==> config.mk <==
export PLATFORM = sky130hd
export DESIGN_NAME = multicycle_alu
export DESIGN_NICKNAME = d
export VERILOG_FILES = /design/src/rtl/multicycle_alu.sv
export SDC_FILE = /design/constraint.sdc
export NUM_CORES = 1
export LEC_CHECK = 0
export ABC_CLOCK_PERIOD_IN_PS = 6900
export BUFFER_PORTS_ARGS = -buffer_cell sky130_fd_sc_hd__buf_2
export CAP_MARGIN = 20
export CORE_MARGIN = 2
export CORE_UTILIZATION = 44
export CTS_BUF_LIST = sky130_fd_sc_hd__clkbuf_4 sky130_fd_sc_hd__clkbuf_8
export DETAILED_ROUTE_END_ITERATION = 8
export GPL_ROUTABILITY_DRIVEN = 1
export MAX_ROUTING_LAYER = met4
export SYNTH_ARGS = -nofsm -noshare
export SYNTH_HDL_FRONTEND = slang
export SYNTH_SLANG_ARGS = --single-unit
==> constraint.sdc <==
create_clock -name clk -period 6.9 [get_ports clk]
set_clock_uncertainty 0.15 [all_clocks]
set_input_delay 0.69 -clock clk [delete_from_list [all_inputs] [get_ports clk]]
set_output_delay 0.69 -clock clk [all_outputs]
set_load 0.05 [all_outputs]
==> src/rtl/multicycle_alu.sv <==
// rtl/multicycle_alu.sv - multicycle ALU with single-cycle logic/arith ops and shift-add MUL
//
// Purpose:
//   Registered ALU. AND/OR/NOR/ADD/SUB complete one cycle after Start.
//   MUL runs an iterative shift-and-add multiply and completes after N iterations.
//
// Ports:
//   clk          - single clock, all state updates on the rising edge
//   reset        - synchronous, active-high reset
//   Start        - operation request, sampled only while Busy=0
//   ALUOperation - 4-bit opcode (0 AND, 1 OR, 2 NOR, 3 ADD, 4 SUB, 5 MUL, others -> 0)
//   A, B         - 32-bit operands (A multiplicand, B multiplier for MUL)
//   ALUResult    - registered result of the last completed operation
//   Zero         - registered, 1 iff ALUResult==0
//   Busy         - high in every MUL iteration cycle
//   Done         - one-cycle completion pulse, ALUResult valid from this cycle
//
// Configuration:
//   MUL_EARLY_TERM_EN - when defined, MUL stops after the iteration that empties
//                       the shifted multiplier (minimum one iteration); otherwise
//                       MUL always runs 32 iterations. Results are identical.

module multicycle_alu (
  input  logic        clk,
  input  logic        reset,
  input  logic        Start,
  input  logic [3:0]  ALUOperation,
  input  logic [31:0] A,
  input  logic [31:0] B,
  output logic [31:0] ALUResult,
  output logic        Zero,
  output logic        Busy,
  output logic        Done
);

  localparam logic [3:0] OP_AND = 4'b0000;
  localparam logic [3:0] OP_OR  = 4'b0001;
  localparam logic [3:0] OP_NOR = 4'b0010;
  localparam logic [3:0] OP_ADD = 4'b0011;
  localparam logic [3:0] OP_SUB = 4'b0100;
  localparam logic [3:0] OP_MUL = 4'b0101;

  typedef enum logic [1:0] {
    IDLE = 2'd0,
    MUL  = 2'd1,
    DONE = 2'd2
  } state_t;

  state_t      state, state_next;

  logic [31:0] mcand;     // multiplicand, shifted left each iteration
  logic [31:0] mplier;    // multiplier, shifted right each iteration
  logic [31:0] acc;
  logic [5:0]  count;

  logic [31:0] alu_res;
  logic [31:0] acc_sum;
  logic        mul_last;
  logic        load_alu;
  logic        load_mul;
  logic        mul_step;
  logic        mul_finish;

  // Single-cycle operation result.
  always_comb begin
    alu_res = 32'd0;
    case (ALUOperation)
      OP_AND:  alu_res = A & B;
      OP_OR:   alu_res = A | B;
      OP_NOR:  alu_res = ~(A | B);
      OP_ADD:  alu_res = A + B;
      OP_SUB:  alu_res = A - B;
      default: alu_res = 32'd0;
    endcase
  end

  // Accumulator value after the current iteration; on the final iteration
  // this is the product that goes straight to ALUResult.
  assign acc_sum = acc + (mplier[0] ? mcand : 32'd0);

`ifdef MUL_EARLY_TERM_EN
  // Once the bits above bit0 are clear, this iteration consumes the last set bit.
  assign mul_last = (mplier[31:1] == 31'd0);
`else
  assign mul_last = (count == 6'd31);
`endif

  always_ff @(posedge clk) begin
    if (reset) begin
      state <= IDLE;
    end else begin
      state <= state_next;
    end
  end

  always_comb begin
    state_next = state;
    load_alu   = 1'b0;
    load_mul   = 1'b0;
    mul_step   = 1'b0;
    mul_finish = 1'b0;
    Busy       = 1'b0;
    Done       = 1'b0;
    case (state)
      IDLE, DONE: begin
        Done = (state == DONE);
        if (Start) begin
          if (ALUOperation == OP_MUL) begin
            load_mul   = 1'b1;
            state_next = MUL;
          end else begin
            load_alu   = 1'b1;
            state_next = DONE;
          end
        end else begin
          state_next = IDLE;
        end
      end
      MUL: begin
        Busy     = 1'b1;
        mul_step = 1'b1;
        if (mul_last) begin
          mul_finish = 1'b1;
          state_next = DONE;
        end
      end
      default: state_next = IDLE;
    endcase
  end

  always_ff @(posedge clk) begin
    if (reset) begin
      ALUResult <= 32'd0;
      Zero      <= 1'b1;
      mcand     <= 32'd0;
      mplier    <= 32'd0;
      acc       <= 32'd0;
      count     <= 6'd0;
    end else begin
      if (load_alu) begin
        ALUResult <= alu_res;
        Zero      <= (alu_res == 32'd0);
      end
      if (load_mul) begin
        mcand  <= A;
        mplier <= B;
        acc    <= 32'd0;
        count  <= 6'd0;
      end
      if (mul_step) begin
        acc    <= acc_sum;
        mcand  <= mcand << 1;
        mplier <= mplier >> 1;
        count  <= count + 6'd1;
      end
      if (mul_finish) begin
        ALUResult <= acc_sum;
        Zero      <= (acc_sum == 32'd0);
      end
    end
  end

endmodule

==> metrics.md <==
| Metric | Value |
|---|---|
| Nets@finish | `1689` |
| Post-synth EDFFs | `0` |
| YS warnings | `0` |
| Initial DRC count | `1191` |
| Worst EP arrival | `5.54 ns` |
| Flop pwr share | `0.408` |
| Clk network pwr share | `0.324` |
| Register bit total from synthesis | `137` |
| Yosys cell types | `77` |
| Slew margin rel. | `0.241` |
| MaxCap Viol Count | `0` |
| GR Util met3 | `0.0449` |
| GR Layer Usage met2 | `0.437` |
| Post-synthesis cell area | `11200 µm²` |
| Async set-reset flop share out of synthesis | `0` |
| First-pass GRT wire length | `59900 µm` |
| Largest net degree at the start of global routing | `68` |
| Period minus WS final | `5.27 ns` |
| Die Wd | `164 µm` |
| Hpwl dp | `29100 µm` |
| Gpl congestion | `0.971` |
| Total Routing Usage GR | `0.292` |
| Yosys top cell area share | `0.245` |
| Switch share | `0.374` |
| Max stage delay on crit path | `0.50 ns` |
| DR vias | `11738` |
| Worst-Margin Slew | `1.12 ns` |
| Status | `finished, final reports clean` |
| Vias per cell | `6.20` |
| ANT nets after route | `0` |
| Die area | `26800 µm²` |
| Worst setup SP type | `input port` |
| Num rows | `58` |
| Syn avg cell area | `7.39 µm²` |
| Port Buf Inserts | `105` |
| Critical Path End Type | `register` |
| CTS tree | `yes` |
| Biggest area consumer among synthesized cells | `dfxtp_1` |
| Initial core utilization | `0.447` |
| Vias in the first global route | `10722` |
| Most common cell in the netlist | `a21oi_1` |
| Pre-antenna DRT Iters | `7` |
| Mapped Nets | `1657` |
| HP Class | `register to register` |
| CTS max path bufs | `2` |
| Maximum clock frequency | `190 MHz` |
| Synth-to-Final Area Change | `9.46%` |
| Slew Viols, Final | `0` |
| GR peak layer | `met2` |
| P_sw | `755 µW` |
| Tcrit/Tclk final | `0.763` |
| Post-Syn Instances | `1518` |
| Cell Int Power | `1270 µW` |
| Crit Path Category | `input port to register` |
| GRT met1 Usage | `0.410` |
| Clk Latency, worst-skew pair | `0.47 ns` |
| H-tree depth | `4` |
| Initial antenna violation count | `0` |
| Maximum VDD drop | `90.4 µV` |
| Drt wl/cell | `20.4 µm` |
| Final WL | `38600 µm` |
| CTS clk-pin slew, worst paths | `0.10 ns` |
| Final Core Density | `0.489` |
| # Post-CTS Setup Buffers | `0` |
| Crit-path cells | `buf_2 > or3_1 > or3b_2 > nor2_1 > and2_1 > nand2_1 > o21ai_0 > xor2_1 > ha_1 > and2_1 > a221oi_1 > o21ai_0 > a21o_1 > a31o_2 > a21oi_1 > xnor2_1 > a211oi_2 > nand4b_1 > o41ai_1 > o32a_2` |
| CP max stage cell | `or3b_2` |
| CP max FO | `6` |
| Clk sink count | `137` |
| Cts repair resizes | `0` |
| Combinational fraction of design power | `0.268` |
| Hold-fix buffers, CTS | `0` |
| Final Setup Violations | `0` |
| Top post-synthesis cells by area | `dfxtp_1, a21oi_1, ha_1` |
| Register area share after synthesis | `0.245` |
| CTS buffer count | `17` |
| Chip height | `164 µm` |
| DRC viols | `0` |
| Root buf cell | `clkbuf_8` |
| Final Hold Violating Endpoints | `0` |
| Core area | `25100 µm²` |
| Layout cells sized above 1 | `0.118` |
| RSZ-0062 raised after global routing | `no` |
| Post-synth top cells | `a21oi_1, nand2_1, dfxtp_1, nor2_1, a22oi_1` |
| Power per standard cell area | `165 nW/µm²` |
| # IOs | `106` |
| Worst endpoint required time | `7.17 ns` |
| Antenna Cells | `0` |
| Leak | `0.00474 µW` |
| Synth Flop Type | `dfxtp_1` |
| TNS Setup | `0 ns` |
| GRT overflow | `0` |
-- power by group through the flow --
stage	logic (µW)	registers (µW)	clock network, µW
finish	541	825	654
global route	588	826	695
CTS	532	824	664
detailed placement	530	843	0
global placement	529	843	0
floorplan	330	882	0
-- routing by layer --
metal / share of wire / up-vias
li1: - / 5710
met2: 0.44 / 410
met3: 0.070 / 49
met4: 0.022 / 0
met1: 0.47 / 5569
met5: 0 / -
-- cell type report --
cell class	instances	area, µm²
Fill cell	2615	12800
Multi-Input combinational cell	1246	8000
Sequential cell	137	2740
Timing Repair Buffer	120	641
Tap cell	330	413
Clock buffer	18	248
Clock inverter	14	129
Inverter	28	105
-- state kept, by name (all words and copies together) (netlist names) --
| name | count |
|---|---|
| ALUResult | 32 |
| Zero | 1 |
| acc | 32 |
| count | 6 |
| mcand | 32 |
| mplier | 32 |
| state | 2 |
-- worst max-delay path: cells and delay by family --
family / cells / cell delay (ns)
AOI/OAI and AO/OA: 9 / 2.14
and+or+nand+nor: 7 / 1.99
xor gates and xnor gates: 2 / 0.30
adders and majority gates: 1 / 0.29
buffers and inverters: 1 / 0.13
-- cells by family (layout without fill, tap and decap cells) --
family | Yosys count | in the layout | share of synthesized area
buffers and inverters | 135 | 180 | 0.0459
flip-flops | 137 | 137 | 0.245
AO/OA/AOI/OAI | 525 | 525 | 0.308
XOR/XNOR | 71 | 71 | 0.0555
multiplexers | 8 | 8 | 0.00714
adder cells (fa/ha/maj) | 97 | 97 | 0.103
AND/OR/NAND/NOR | 545 | 545 | 0.235
-- metrics by stage --
stage                     worst slack [ns]  cell area (µm²)  cells  hold WS, ns  power [µW]
after floorplan                       1.71            11200   1518        0.286        1210
after detailed placement              1.20            11900   1861        0.298        1370
after global placement                1.28            11900   1861        0.291        1370
final                                 1.63            12300   1893        0.310        2020
after CTS                             1.66            12300   1893        0.311        2020
after global routing                  1.30            12300   1893        0.330        2110
-- worst paths after layout --
check	slack, ns	cells after the start	start	endpoint
worst min register to register	0.31	2	mplier[26]$_SDFFE_PP0P_	mplier[26]$_SDFFE_PP0P_
worst min-delay path	0.31	2	mplier[26]$_SDFFE_PP0P_	mplier[26]$_SDFFE_PP0P_
worst max register to register	1.88	13	mplier[0]$_SDFFE_PP0P_	Zero$_SDFFE_PP1P_
worst max-delay path	1.63	20	B[5]	Zero$_SDFFE_PP1P_
-- cells in the final DEF (no fill, tap or decap), drive strengths merged, types with 8 or more instances in the layout --
cell / n
a21oi: 172
nand2: 160
dfxtp: 137
nor2: 137
buf: 120
a22oi: 97
o21ai: 72
ha: 66
nor3: 47
xnor2: 44
and2: 44
inv: 35
nand3: 34
maj3: 29
xor2: 27
or3: 21
o31ai: 21
a21o: 18
clkbuf: 18
a211oi: 17
nand4: 16
o22ai: 16
nor4: 15
nand2b: 14
a31oi: 14
o211ai: 12
and3: 12
a2111oi: 12
o311ai: 10
nor2b: 9
or2: 8
o21bai: 8
mux2i: 8
Note: power is estimated with default switching activity, not from simulation.
